[src/rtl/key_repeat_ctl_pkg.sv]
// ============================================================================
// key_repeat_ctl_pkg : shared timer package (controller and key-repeat states)
// Rev 1.0 - initial release
// ============================================================================
`default_nettype none

package key_repeat_ctl_pkg;

  // Timer controller states; enable of the key-repeat block follows TC_SET_*.
  typedef enum logic [1:0] {
    TC_RUN     = 2'd0,
    TC_SET_MIN = 2'd1,
    TC_SET_SEC = 2'd2
  } tc_state_t;

  typedef enum logic [2:0] {
    KR_IDLE    = 3'd0,
    KR_HOLD    = 3'd1,
    KR_REPEAT  = 3'd2,
    KR_FAST    = 3'd3,
    KR_LOCKOUT = 3'd4
  } kr_state_t;

  typedef enum logic {
    DIR_UP   = 1'b0,
    DIR_DOWN = 1'b1
  } kr_dir_t;

  function automatic int max3(input int a, input int b, input int c);
    int m;
    m = (a > b) ? a : b;
    return (m > c) ? m : c;
  endfunction

endpackage

`default_nettype wire

[src/rtl/key_repeat_ctl.sv]
// ============================================================================
// key_repeat_ctl : up/down button auto-repeat with slow and fast repeat rates
// Rev 1.0 - initial release
// ============================================================================
`default_nettype none

module key_repeat_ctl
  import key_repeat_ctl_pkg::*;
#(
  parameter int HOLD_TICKS   = 500,
  parameter int REPEAT_TICKS = 100,
  parameter int FAST_TICKS   = 25,
  parameter int FAST_AFTER   = 8
) (
  input  logic clk,
  input  logic reset,
  input  logic tick,
  input  logic enable,
  input  logic up_lvl,
  input  logic down_lvl,
  output logic inc,
  output logic dec,
  output logic fast
);

  localparam int CNT_W = $clog2(max3(HOLD_TICKS, REPEAT_TICKS, FAST_TICKS) + 1);
  localparam int REP_W = $clog2(FAST_AFTER + 1);

  // Terminal values: the tick that would bring the count up to the interval.
  localparam logic [CNT_W-1:0] c_HOLD_LAST   = CNT_W'(HOLD_TICKS - 1);
  localparam logic [CNT_W-1:0] c_REPEAT_LAST = CNT_W'(REPEAT_TICKS - 1);
  localparam logic [CNT_W-1:0] c_FAST_LAST   = CNT_W'(FAST_TICKS - 1);
  localparam logic [REP_W-1:0] c_REP_LAST    = REP_W'(FAST_AFTER - 1);
  localparam logic [REP_W-1:0] c_REP_MAX     = REP_W'(FAST_AFTER);

  kr_state_t        r_state;
  kr_dir_t          r_dir;
  logic [CNT_W-1:0] r_cnt;
  logic [REP_W-1:0] r_rep;
  logic             r_inc;
  logic             r_dec;
  logic             r_fast;

  logic [CNT_W-1:0] w_last;
  logic             w_key_held;
  logic             w_opp_held;

  always_comb begin
    w_last = c_HOLD_LAST;
    case (r_state)
      KR_REPEAT: w_last = c_REPEAT_LAST;
      KR_FAST:   w_last = c_FAST_LAST;
      default:   w_last = c_HOLD_LAST;
    endcase
  end

  assign w_key_held = (r_dir == DIR_UP) ? up_lvl   : down_lvl;
  assign w_opp_held = (r_dir == DIR_UP) ? down_lvl : up_lvl;

  always_ff @(posedge clk) begin
    if (reset) begin
      r_state <= KR_IDLE;
      r_dir   <= DIR_UP;
      r_cnt   <= '0;
      r_rep   <= '0;
      r_inc   <= 1'b0;
      r_dec   <= 1'b0;
      r_fast  <= 1'b0;
    end else begin
      r_inc  <= 1'b0;
      r_dec  <= 1'b0;
      r_fast <= (r_state == KR_FAST);
      case (r_state)
        KR_IDLE: begin
          if (enable && (up_lvl ^ down_lvl)) begin
            r_dir   <= up_lvl ? DIR_UP : DIR_DOWN;
            r_cnt   <= '0;
            r_inc   <= up_lvl;
            r_dec   <= down_lvl;
            r_state <= KR_HOLD;
          end else if (enable && up_lvl && down_lvl) begin
            r_state <= KR_LOCKOUT;
          end
        end
        KR_HOLD, KR_REPEAT, KR_FAST: begin
          if (!enable || !w_key_held) begin
            r_cnt   <= '0;
            r_state <= KR_IDLE;
          end else if (w_opp_held) begin
            r_cnt   <= '0;
            r_state <= KR_LOCKOUT;
          end else if (tick) begin
            if (r_cnt == w_last) begin
              r_cnt <= '0;
              r_inc <= (r_dir == DIR_UP);
              r_dec <= (r_dir == DIR_DOWN);
              if (r_state == KR_HOLD) begin
                r_rep   <= '0;
                r_state <= KR_REPEAT;
              end else if (r_state == KR_REPEAT) begin
                if (r_rep != c_REP_MAX) begin
                  r_rep <= r_rep + 1'b1;
                end
                if (r_rep == c_REP_LAST) begin
                  r_state <= KR_FAST;
                end
              end
            end else begin
              r_cnt <= r_cnt + 1'b1;
            end
          end
        end
        KR_LOCKOUT: begin
          if (!up_lvl && !down_lvl) begin
            r_state <= KR_IDLE;
          end
        end
        default: r_state <= KR_IDLE;
      endcase
    end
  end

  assign inc  = r_inc;
  assign dec  = r_dec;
  assign fast = r_fast;

endmodule

`default_nettype wire

[config.mk]
export PLATFORM = sky130hd
export DESIGN_NAME = key_repeat_ctl
export DESIGN_NICKNAME = d
export VERILOG_FILES = /design/src/rtl/key_repeat_ctl_pkg.sv /design/src/rtl/key_repeat_ctl.sv
export SDC_FILE = /design/constraint.sdc
export NUM_CORES = 1
export LEC_CHECK = 0
export CORE_MARGIN = 2
export CORE_UTILIZATION = 45
export DETAILED_ROUTE_END_ITERATION = 8
export GPL_ROUTABILITY_DRIVEN = 0
export MAX_ROUTING_LAYER = met4
export PLACE_DENSITY = 0.78
export SLEW_MARGIN = 20
export SYNTH_ARGS = -nofsm -noshare
export SYNTH_HDL_FRONTEND = slang
export SYNTH_SLANG_ARGS = --single-unit
[constraint.sdc]
create_clock -name clk -period 2.1 [get_ports clk]
set_clock_uncertainty 0.2 [all_clocks]
set_input_delay 0.525 -clock clk [delete_from_list [all_inputs] [get_ports clk]]
set_output_delay 0.525 -clock clk [all_outputs]
set_load 0.03 [all_outputs]
=== Word level (Yosys, flattened, before mapping) ===
Cells that the tools add are included.

* Register bits after elaboration: 20
* Bits of input ports: 6

* Add/sub/neg operators: 2
* Eq/ne operators: 14
* Mux-type cells: 36
* Bitwise operators: 4
* Reductions and logical operators: 18

{| class="wikitable"
|+ Operators by type and width
! cell !! count
|-
| $mux W9 || 5
|-
| $pmux W9 S2 || 2
|-
| $mux W3 || 10
|-
| $mux W1 || 13
|-
| $mux W4 || 3
|-
| $ne A4 B4 Y1 const B || 3
|-
| $ne A5 B5 Y1 const B || 2
|-
| $add A9 B1 Y9 const B || 1
|-
| $eq A9 B9 Y1 || 1
|-
| $pmux W3 S3 || 1
|-
| $reduce_and A7 Y1 || 1
|-
| $eq A3 B2 Y1 const B || 2
|-
| $reduce_and A6 Y1 || 1
|-
| $reduce_bool A2 Y1 || 3
|-
| $add A4 B1 Y4 const B || 1
|-
| $eq A4 B3 Y1 const B || 1
|-
| $logic_and A1 B1 Y1 || 4
|-
| $logic_not A1 Y1 || 4
|-
| $ne A2 B2 Y1 const B || 2
|-
| $pmux W1 S2 || 2
|-
| $eq A3 B1 Y1 const B || 1
|-
| $eq A3 B3 Y1 const B || 1
|-
| $logic_not A3 Y1 || 1
|-
| $ne A3 B3 Y1 const B || 1
|-
| 6 further kinds || 8
|}

=== Logic depth before layout (Yosys ltp) ===
Gate-level depths: netlist of run 1.

* Depth after elaboration: 9
* Gate-level depth with buffers: 8

=== Worst setup path after synthesis of run 1 ===
Ideal clock, no wire load.

* Path kind: reg-to-reg
* Start: register r_state[0]
* End: register r_rep[2]
* Setup time: 87 ps
* Data arrival time: 1950 ps
* Required time: 1813 ps
* Setup slack: -137 ps
* Cell stages (with the launch flop): 7
* Path buffers: 0
* Path through: dfxtp_1 and3b_4 or3_4 a2111oi_4 nand4b_1 or3_4 o31ai_1

* Cells in the longest elaborated chain, start to end: 4
* Elaborated cells on any way between the ends: 10
* Classes of those cells: 4 x eq/ne; 2 x mux; 4 x reduce/logical

{| class="wikitable"
|+ RTL lines
! item !! line !! RTL
|-
| start: declaration || key_repeat_ctl.sv:36 || <nowiki>kr_state_t r_state;</nowiki>
|-
| start signal: assignment || key_repeat_ctl.sv:62 || <nowiki>r_state <= KR_IDLE;</nowiki>
|-
| start signal: assignment || key_repeat_ctl.sv:80 || <nowiki>r_state <= KR_HOLD;</nowiki>
|-
| start signal: assignment || key_repeat_ctl.sv:82 || <nowiki>r_state <= KR_LOCKOUT;</nowiki>
|-
| $eq A3 B2 Y1, on equally long branches || key_repeat_ctl.sv:50, key_repeat_ctl.sv:73, key_repeat_ctl.sv:100 ||
|-
| $pmux W9 S2 || key_repeat_ctl.sv:50 || <nowiki>case (r_state)</nowiki>
|-
| $eq A9 B9 Y1 || key_repeat_ctl.sv:93 || <nowiki>if (r_cnt == w_last) begin</nowiki>
|-
| $reduce_and A7 Y1 (no source line) || -- ||
|-
| end signal: assignment || key_repeat_ctl.sv:102 || <nowiki>r_rep <= r_rep + 1'b1;</nowiki>
|-
| end: declaration || key_repeat_ctl.sv:39 || <nowiki>logic [REP_W-1:0] r_rep;</nowiki>
|}

Several ways; a longest one is shown, not always the timed one.
A chain may end at the register's enable or synchronous reset.

=== Worst setup path in the final report of run 1 ===
* Start: register r_state[2]
* End: register r_rep[2]

The elaborated chain is that of the path after synthesis.

==> results of run 1 <==
==> cells by family (layout without fill, tap and decap cells) <==
family                   Yosys count  after routing  share of synthesized area, %
AND/OR/NAND/NOR                   68             69                          30.8
AO/OA/AOI/OAI                     28             28                          18.8
flip-flops                        20             20                          34.1
buffers and inverters             11             49                          3.62
XOR/XNOR                           9              9                          6.71
adder cells (fa/ha/maj)            4              4                          4.26
multiplexers                       2              2                          1.70
==> report_power, final <==
group | internal [mW] | total, mW | switching, mW
registers | 0.428 | 0.457 | 0.0289
clock network | 0.106 | 0.228 | 0.122
logic | 0.426 | 0.943 | 0.517
==> worst max-delay path: stages, from the launching register on <==
cell	delay, ns
dfxtp_2	0.34
and3b_4	0.20
or3_4	0.38
a2111oi_4	0.34
nand4b_1	0.21
or3_4	0.40
o31ai_1	0.19
==> through the flow <==
step	area [µm²]	power [mW]	std cells
CTS	1580	1.40	207
global route	1710	1.70	211
floorplan	1180	0.906	142
detailed placement	1460	1.13	200
finish	1710	1.63	211
global placement	1460	1.11	200
==> sequential cells by signal, indices dropped and copies added, names as in the netlist <==
signal,count
dec,1
r_cnt,9
r_state,3
r_rep,4
fast,1
r_dir,1
inc,1
==> worst min-delay path by stage <==
| stage | endpoint | slack, ns |
|---|---|---|
| after CTS | r_rep[3]$_SDFFE_PP0P_ | 0.33 |
| final | r_rep[3]$_SDFFE_PP0P_ | 0.34 |
| after floorplan | r_rep[3]$_SDFFE_PP0P_ | 0.26 |
| after global routing | r_rep[3]$_SDFFE_PP0P_ | 0.36 |
| after detailed placement | r_rep[3]$_SDFFE_PP0P_ | 0.31 |
| after global placement | r_rep[1]$_SDFFE_PP0P_ | 0.29 |
==> metal layers <==
metal / global-route usage [%] / up-vias / share of wire, %
met3: 2.69 / 17 / 4.7
met5: - / - / 0
met4: 15.9 / 0 / 3.6
met1: 29.6 / 613 / 43
li1: - / 587 / -
met2: 39.3 / 54 / 49
==> synthesized netlist by cell type (2+ instances only) <==
| cell | n | area (µm²) |
|---|---|---|
| o21ai_0 | 2 | 10.0 |
| nor3_1 | 4 | 20.0 |
| nand4_1 | 4 | 25.0 |
| ha_1 | 4 | 50.1 |
| and2_1 | 3 | 18.8 |
| o21bai_1 | 2 | 15.0 |
| a21oi_1 | 7 | 35.0 |
| nand3_1 | 8 | 40.0 |
| nand2_1 | 10 | 37.5 |
| o211ai_1 | 2 | 15.0 |
| a211oi_1 | 2 | 15.0 |
| mux2i_1 | 2 | 20.0 |
| o31ai_1 | 2 | 15.0 |
| nor2b_1 | 4 | 25.0 |
| xor2_1 | 7 | 61.3 |
| clkbuf_1 | 2 | 7.51 |
| nor2_1 | 22 | 82.6 |
| dfxtp_1 | 20 | 400 |
| a2bb2oi_1 | 2 | 17.5 |
| inv_1 | 7 | 26.3 |
| or3_4 | 2 | 22.5 |
| xnor2_1 | 2 | 17.5 |
==> area by class of cell <==
class                      count  area, µm²  area share, %
tap                           30       37.5           2.20
multi-input combinational    112        878           51.5
sequential                    20        405           23.8
inverter                       8       30.0           1.76
clock buffer                   4       36.3           2.13
timing repair buffer          37        319           18.7
==> what timing repair did <==
| item | 4_1_cts | 5_1_grt |
|---|---|---|
| setup endpoints to repair | 18 | 18 |
| hold buffers | 0 | 0 |
| cloned | 0 | 1 |
| gates resized for setup | 19 | 19 |
| pin swaps | 14 | 5 |
| buffers inserted | 3 | 4 |
==> metrics.cfg, run 1 <==
[run_status]
outcome = complete, but fails checks
violations = setup timing

[sta]
hold_viol_final = 0
finalCritPeriodShare_pct = 111
rsz0062_at_grt = true
slew_violations = 0
max_freq_ghz = 0.428
fin_tns_setup_ns = -2.16
worst_pin_slew_ns = 0.431
finalSetupViolCount = 17
finalCriticalPeriod_ns = 2.34
slew_headroom_pct = 71.2
holdWs_ns = 0.339
layout_setup_ws_ns = -0.236

[global_routing]
grt-ovfl-total = 0
grt_pass1_wl_um = 5100
grtUsageTotal_pct = 24.7
grt_pass1_vias = 1151
grt_max_degree = 12
antenna_found_initial = 0

[layout]
final_cell_mix = buf_4, nor2_1, dfxtp_1, nand2_1
final_common_cell = buf_4
layout-drive-gt1-share_pct = 36.5
final_nets = 192
fillCellCount = 176
fin_util_pct = 68.9
diodes = 0
area_growth_pct = 45.3

[critical_path]
crit_arrival_ns = 2.38
r2r-end = r_rep[2]$_SDFFE_PP0P_
r2r_start = r_state[2]$_SDFFE_PP0P_
start_kind = register
r2r_slack_ns = -0.24
reg2regPathDepth = 6
crit_end = r_rep[2]$_SDFFE_PP0P_
endpoint_kind = register
crit_type = register to register
crit_required_ns = 2.14
worst-path-max-fanout = 3
cp-startpoint = r_state[2]$_SDFFE_PP0P_

[detailed_routing]
drtIter0Drc = 48
avgRoutedWirePerCell_um = 17.2
routed_via_density = 6.02
dr.pass1.iters = 4
drt-total-wl_um = 3630
antenna_left = 0
vias = 1271
drcViolationCount = 0

[hold_path]
min_path_cells = 1
hp-start = r_rep[3]$_SDFFE_PP0P_
min_path_type = register to register

[clock_network]
h-tree-depth = 1
cts_buffers = 3
cts_root_buffer = clkbuf_4
cts_tree = yes
clk_pin_slew_ns = 0.12
clkLatencyLatePin_ns = 0.31
cts_sinks = 20
clockBufferDepth = 2

[placement]
port_buffers = 8
post-place-ws_ns = -0.651
hpwl_um = 2150

[synth]
ys_async_sr_fraction_pct = 0
ys_types = 44
syn-instance-count = 142
syn_nets = 152
synth-seq-area-share_pct = 34.1
ys_warn_count = 0
syn_avg_cell_area_um2 = 8.27
synth-edff-count = 0
yosys_most_used_dff = dfxtp_1
synth_area_um2 = 1170
ys_ff_latch = 20

[die]
die_h_um = 55.1
chipWidth_um = 55.1
io_pins = 9
start_util_pct = 47.4
rows = 18
dieArea_um2 = 3040
core-area_um2 = 2480

[pwr]
ir_worst_vdd_uv = 560
p_per_area_nw_per_um2 = 953
p_leak_nw = 0.634

[flow_run]
max-cap-violations = 0

(Power assumes the default switching activity.)
==> run 2: changes to the inputs <==
Settings changed: REMOVE_ABC_BUFFERS set to 1.
==> run 2 against run 1 <==
  * The run still ends with setup timing left
  * Via count fell by 5.7%
  * Utilization rose by 0.61 points
  * Sequential power rose by 2%
  * Hold slack got worse by 0.018 ns
  * Final cell count did not move
  * Non-clock buffer count rose by 1
  * Maximum frequency rose by 2.1%
  * Sequential share of layout area fell by 0.13 points
  * Setup slack improved by 0.048 ns
  * Global-route usage fell by 1.1 points
  * Total power fell by 4.1%
  * Critical path type unchanged
  * Largest power group unchanged
  * Highest routed layer unchanged
==> metrics.cfg, run 2 (synthesized netlist as in run 1, its figures left out) <==
[run_status]
outcome = complete, but fails checks
violations = setup timing

[die]
start_util_pct = 47.4
die_h_um = 55.1
dieArea_um2 = 3040
core-area_um2 = 2480
rows = 18
io_pins = 9
chipWidth_um = 55.1

[critical_path]
crit_slowest_cell = or3_4
start_kind = register
crit_type = register to register
crit_buf_inv = 3
path_cells = and3b_4 > or3_4 > a2111oi_4 > buf_4 > buf_6 > a21oi_4 > buf_6 > o311a_1
path_common_cell = buf_6
crit_required_ns = 2.09
cp_top_family = compound AO/OA/AOI/OAI gates
crit_arrival_ns = 2.28
worst-path-max-fanout = 2
cp_slowest_stage_delay_ns = 0.38
endpoint_kind = register

[detailed_routing]
routed_via_density = 5.68
drt-total-wl_um = 3300
antenna_left = 0
vias = 1198
drtIter0Drc = 22
drcViolationCount = 0
dr.pass1.iters = 4
avgRoutedWirePerCell_um = 15.6

[pwr]
p_per_area_nw_per_um2 = 906
p_leak_nw = 0.653
power_mw = 1.56
ir_worst_vdd_uv = 542

[layout]
multi_input_area_um2 = 883
area_growth_pct = 46.5
layout-drive-gt1-share_pct = 37.0
final_cell_mix = buf_4, nor2_1, dfxtp_1, nand2_1
largest_reg_flops = 9
instances_no_fill = 211
final_nets = 193
regArea_um2 = 407
regMostFlops = r_cnt
reg_top3 = r_cnt x9, r_rep x4, r_state x3
final_common_cell = buf_4
fillCellCount = 179
diodes = 0

[global_routing]
grt-ovfl-total = 0
grt_max_degree = 11
grt_pass1_vias = 1120
antenna_found_initial = 0
grtUsageTotal_pct = 23.6
grt_pass1_wl_um = 4910

[clock_network]
hold_buffers = 0
h-tree-depth = 1
clk_pin_slew_ns = 0.11
cts_root_buffer = clkbuf_4
cts_tree = yes
cts_buffers = 3
clkLatencyLatePin_ns = 0.31
cts_sinks = 20
clockBufferDepth = 2

[sta]
finalCritPeriodShare_pct = 109
hold_viol_final = 0
max_freq_ghz = 0.437
slew_violations = 0
slew_headroom_pct = 73.1
layout_setup_ws_ns = -0.188
finalSetupViolCount = 18
holdWs_ns = 0.321
worst_pin_slew_ns = 0.402
finalCriticalPeriod_ns = 2.29
rsz0062_at_grt = true

[flow_run]
max-cap-violations = 0

[placement]
dp_cells = 200
port_buffers = 8
hpwl_um = 2120

[hold_path]
min_path_type = register to register

-- run 2: cell types whose count changed in the layout (fill, tap and decap cells not counted), moves of 2 or more --
cell     before  now
nor2_1       19   21
a21oi_1       2    4
a21oi_2       4    2
nor3_2        0    2
buf_4        25   23
buf_6         3    6
-- run 2: path summary, 6_finish.rpt --
path,startpoint,endpoint,slack [ns],cells after the start
worst max register to register,r_state[2]$_SDFFE_PP0P_,r_state[0]$_SDFFE_PP0P_,-0.19,8
worst min-delay path,r_rep[3]$_SDFFE_PP0P_,r_rep[3]$_SDFFE_PP0P_,0.32,1
worst min register to register,r_rep[3]$_SDFFE_PP0P_,r_rep[3]$_SDFFE_PP0P_,0.32,1
worst max-delay path,r_state[2]$_SDFFE_PP0P_,r_state[0]$_SDFFE_PP0P_,-0.19,8
-- run 2: power breakdown --
| part | total, mW | leakage, nW | switching, mW | internal, mW |
|---|---|---|---|---|
| Sequential | 0.466 | 0.164 | 0.0387 | 0.428 |
| Clock | 0.182 | 0.0138 | 0.115 | 0.0670 |
| Combinational | 0.912 | 0.475 | 0.480 | 0.431 |
-- run 2: stage by stage --
step	TNS (ns)	instance area, µm²	setup slack, ns	utilization (%)
2_1_floorplan	-1.91	1160	-0.303	-
3_3_place_gp	-11.43	1450	-0.692	58.6
3_5_place_dp	-12.65	1450	-0.802	58.6
4_1_cts	-0.963	1640	-0.185	66.1
5_1_grt	-3.06	1720	-0.278	69.5
6_report	-1.38	1720	-0.188	69.5
-- run 2: what timing repair did --
item,CTS,global route
cloned,0,1
pin swaps,11,5
setup buffers,6,1
gates resized for setup,28,16
setup endpoints to repair,18,18
-- run 2: routing by layer --
| layer | vias to the layer above | share of wire [%] | track usage [%] |
|---|---|---|---|
| li1 | 587 | - | - |
| met1 | 580 | 44 | 26.1 |
| met2 | 27 | 52 | 43.1 |
| met3 | 4 | 3.2 | 5.65 |
| met4 | 0 | 0.85 | 4.47 |
| met5 | - | 0 | - |
-- run 2: cell type report --
type	instances	share of cell area, %
Timing Repair Buffer	38	19.8
Multi-Input combinational cell	112	51.3
Clock buffer	3	1.31
Tap cell	30	2.18
Sequential cell	20	23.6
Inverter	8	1.74
==> run 3: changes to the inputs <==
Settings changed: GPL_ROUTABILITY_DRIVEN 0 to not set, GPL_TIMING_DRIVEN set to 0.
==> run 3 against run 2 <==
  * The flow still finishes with violations (setup timing)
  * Sequential cell count is the same
  * Final area shrank 11%
  * Clock-buffer cell count stayed put
  * Sequential power rose by 3%
  * Maximum frequency increased by 0.44%
  * Hold slack worse by 0.041 ns
  * Via count down 8.8%
  * Total power shrank 7.6%
  * First-iteration DRC count shrank 41%
==> metrics.cfg, run 3 (synthesized netlist as in run 1, its figures left out) <==
[run_status]
violations = setup timing
outcome = complete, but fails checks

[detailed_routing]
antenna_left = 0
avgRoutedWirePerCell_um = 14.7
dr.pass1.iters = 4
routed_via_density = 5.72
vias = 1093
drt-total-wl_um = 2810
drtIter0Drc = 13
drcViolationCount = 0

[layout]
final_cell_area_um2 = 1540
regMostFlops = r_cnt
multi_input_area_um2 = 868
regArea_um2 = 417
reg_top3 = r_cnt x9, r_rep x4, r_state x3
largest_reg_flops = 9
fillCellCount = 217
area_growth_pct = 30.8
layout-drive-gt1-share_pct = 31.7
final_common_cell = nor2_1
final_nets = 173
diodes = 0
final_cell_mix = nor2_1, dfxtp_1, nand2_1

[placement]
dpl-instance-area_um2 = 1280
place.gp.congestion = 0.840
hpwl_um = 1680
port_buffers = 8
post-place-ws_ns = -0.913

[hold_path]
min_path_type = primary input to register
min_to = r_dir$_SDFFE_PP0P_
hp-start = up_lvl
min_path_cells = 2

[clock_network]
h-tree-depth = 1
clkLatencyLatePin_ns = 0.30
clk_pin_slew_ns = 0.11
cts_buffers = 3
hold_buffers = 0
clockBufferDepth = 2
cts_tree = yes
cts_root_buffer = clkbuf_4
cts_sinks = 20

[die]
die_h_um = 55.1
core-area_um2 = 2480
chipWidth_um = 55.1
rows = 18
start_util_pct = 47.4
io_pins = 9
dieArea_um2 = 3040

[global_routing]
grtUsageTotal_pct = 20.2
grt-ovfl-total = 0
grt_max_degree = 11
grt_pass1_wl_um = 4320
antenna_found_initial = 0
grt_pass1_vias = 991

[sta]
worst_pin_slew_ns = 0.413
finalCritPeriodShare_pct = 108
layout_setup_ws_ns = -0.178
holdWs_ns = 0.279
max_freq_ghz = 0.439
slew_violations = 0
finalSetupViolCount = 18
finalCriticalPeriod_ns = 2.28
slew_headroom_pct = 72.4
rsz0062_at_grt = true
fin_tns_setup_ns = -1.96
hold_viol_final = 0

[critical_path]
r2r_start = r_state[2]$_SDFFE_PP0P_
reg2regPathDepth = 8
worst-path-max-fanout = 5
crit_arrival_ns = 2.28
path_cells = and3b_4 > or3_4 > a2111oi_4 > buf_4 > buf_6 > nand3_4 > o211ai_1 > o31ai_1
crit_slowest_cell = dfxtp_4
crit_type = register to register
crit_required_ns = 2.10
cp_top_family = simple AND/OR/NAND/NOR gates
r2r-end = r_rep[2]$_SDFFE_PP0P_
crit_buf_inv = 2
r2r_slack_ns = -0.18
start_kind = register
cp_slowest_stage_delay_ns = 0.37
endpoint_kind = register

[pwr]
power_mw = 1.44
p_per_area_nw_per_um2 = 938
ir_worst_vdd_uv = 749
p_leak_nw = 0.537

[flow_run]
max-cap-violations = 0

run 3: cell types whose count changed in the layout (fill, tap and decap cells not counted), moves of 2 or more:
| cell | previous run | this run |
|---|---|---|
| nor2_2 | 1 | 6 |
| dfxtp_1 | 15 | 13 |
| nor2_1 | 21 | 16 |
| o31ai_1 | 0 | 2 |
| buf_6 | 6 | 3 |
| clkbuf_2 | 0 | 2 |
| dfxtp_4 | 0 | 3 |
| buf_4 | 23 | 7 |
| o31ai_2 | 2 | 0 |
run 3: power by group:
group,internal [mW],leakage [nW],switching (mW)
logic,0.332,0.357,0.451
clock network,0.0669,0.0138,0.113
registers,0.440,0.166,0.0382
run 3: stage by stage:
| stage | cells | util (%) |
|---|---|---|
| floorplan | 139 | - |
| global route | 191 | 62.0 |
| detailed placement | 177 | 51.7 |
| global placement | 177 | 51.7 |
| finish | 191 | 62.0 |
| CTS | 187 | 57.6 |
run 3: final cells by class:
class / count / area share (%)
inverters: 8 / 1.95
clock buffers: 3 / 1.47
repair buffers: 18 / 10.5
multi-input cells: 112 / 56.5
flip-flops and latches: 20 / 27.1
well taps: 30 / 2.44
run 3: worst max path at each step:
stage	startpoint	endpoint	slack (ns)	depth (start not counted)
global placement	up_lvl	r_cnt[2]$_SDFFE_PP0P_	-0.83	8
CTS	r_state[2]$_SDFFE_PP0P_	r_rep[3]$_SDFFE_PP0P_	-0.16	6
global route	r_state[2]$_SDFFE_PP0P_	dec$_SDFF_PP0_	-0.25	8
detailed placement	up_lvl	r_cnt[0]$_SDFFE_PP0P_	-0.91	8
finish	r_state[2]$_SDFFE_PP0P_	r_rep[2]$_SDFFE_PP0P_	-0.18	8
floorplan	r_state[2]$_SDFFE_PP0P_	r_rep[2]$_SDFFE_PP0P_	-0.30	6
run 3: worst register-to-register path, cell delays in order (launching register included):
cell,delay [ns]
dfxtp_4,0.37
and3b_4,0.20
or3_4,0.37
a2111oi_4,0.33
buf_4,0.18
buf_6,0.11
nand3_4,0.10
o211ai_1,0.22
o31ai_1,0.09
run 3: timing repair:
action | 4_1_cts | 5_1_grt
endpoints found under the setup margin | 18 | 18
setup buffers | 7 | 3
pin swaps | 6 | 17
cloned | 0 | 1
hold endpoints to repair | 0 | 0
gates resized for setup | 24 | 28
run 3: routing by layer:
layer	vias up	wire [µm]	GRT usage, %
li1	543	-	-
met4	0	20	4.88
met5	-	0	-
met1	533	1260	23.5
met3	4	74	5.11
met2	13	1450	34.7
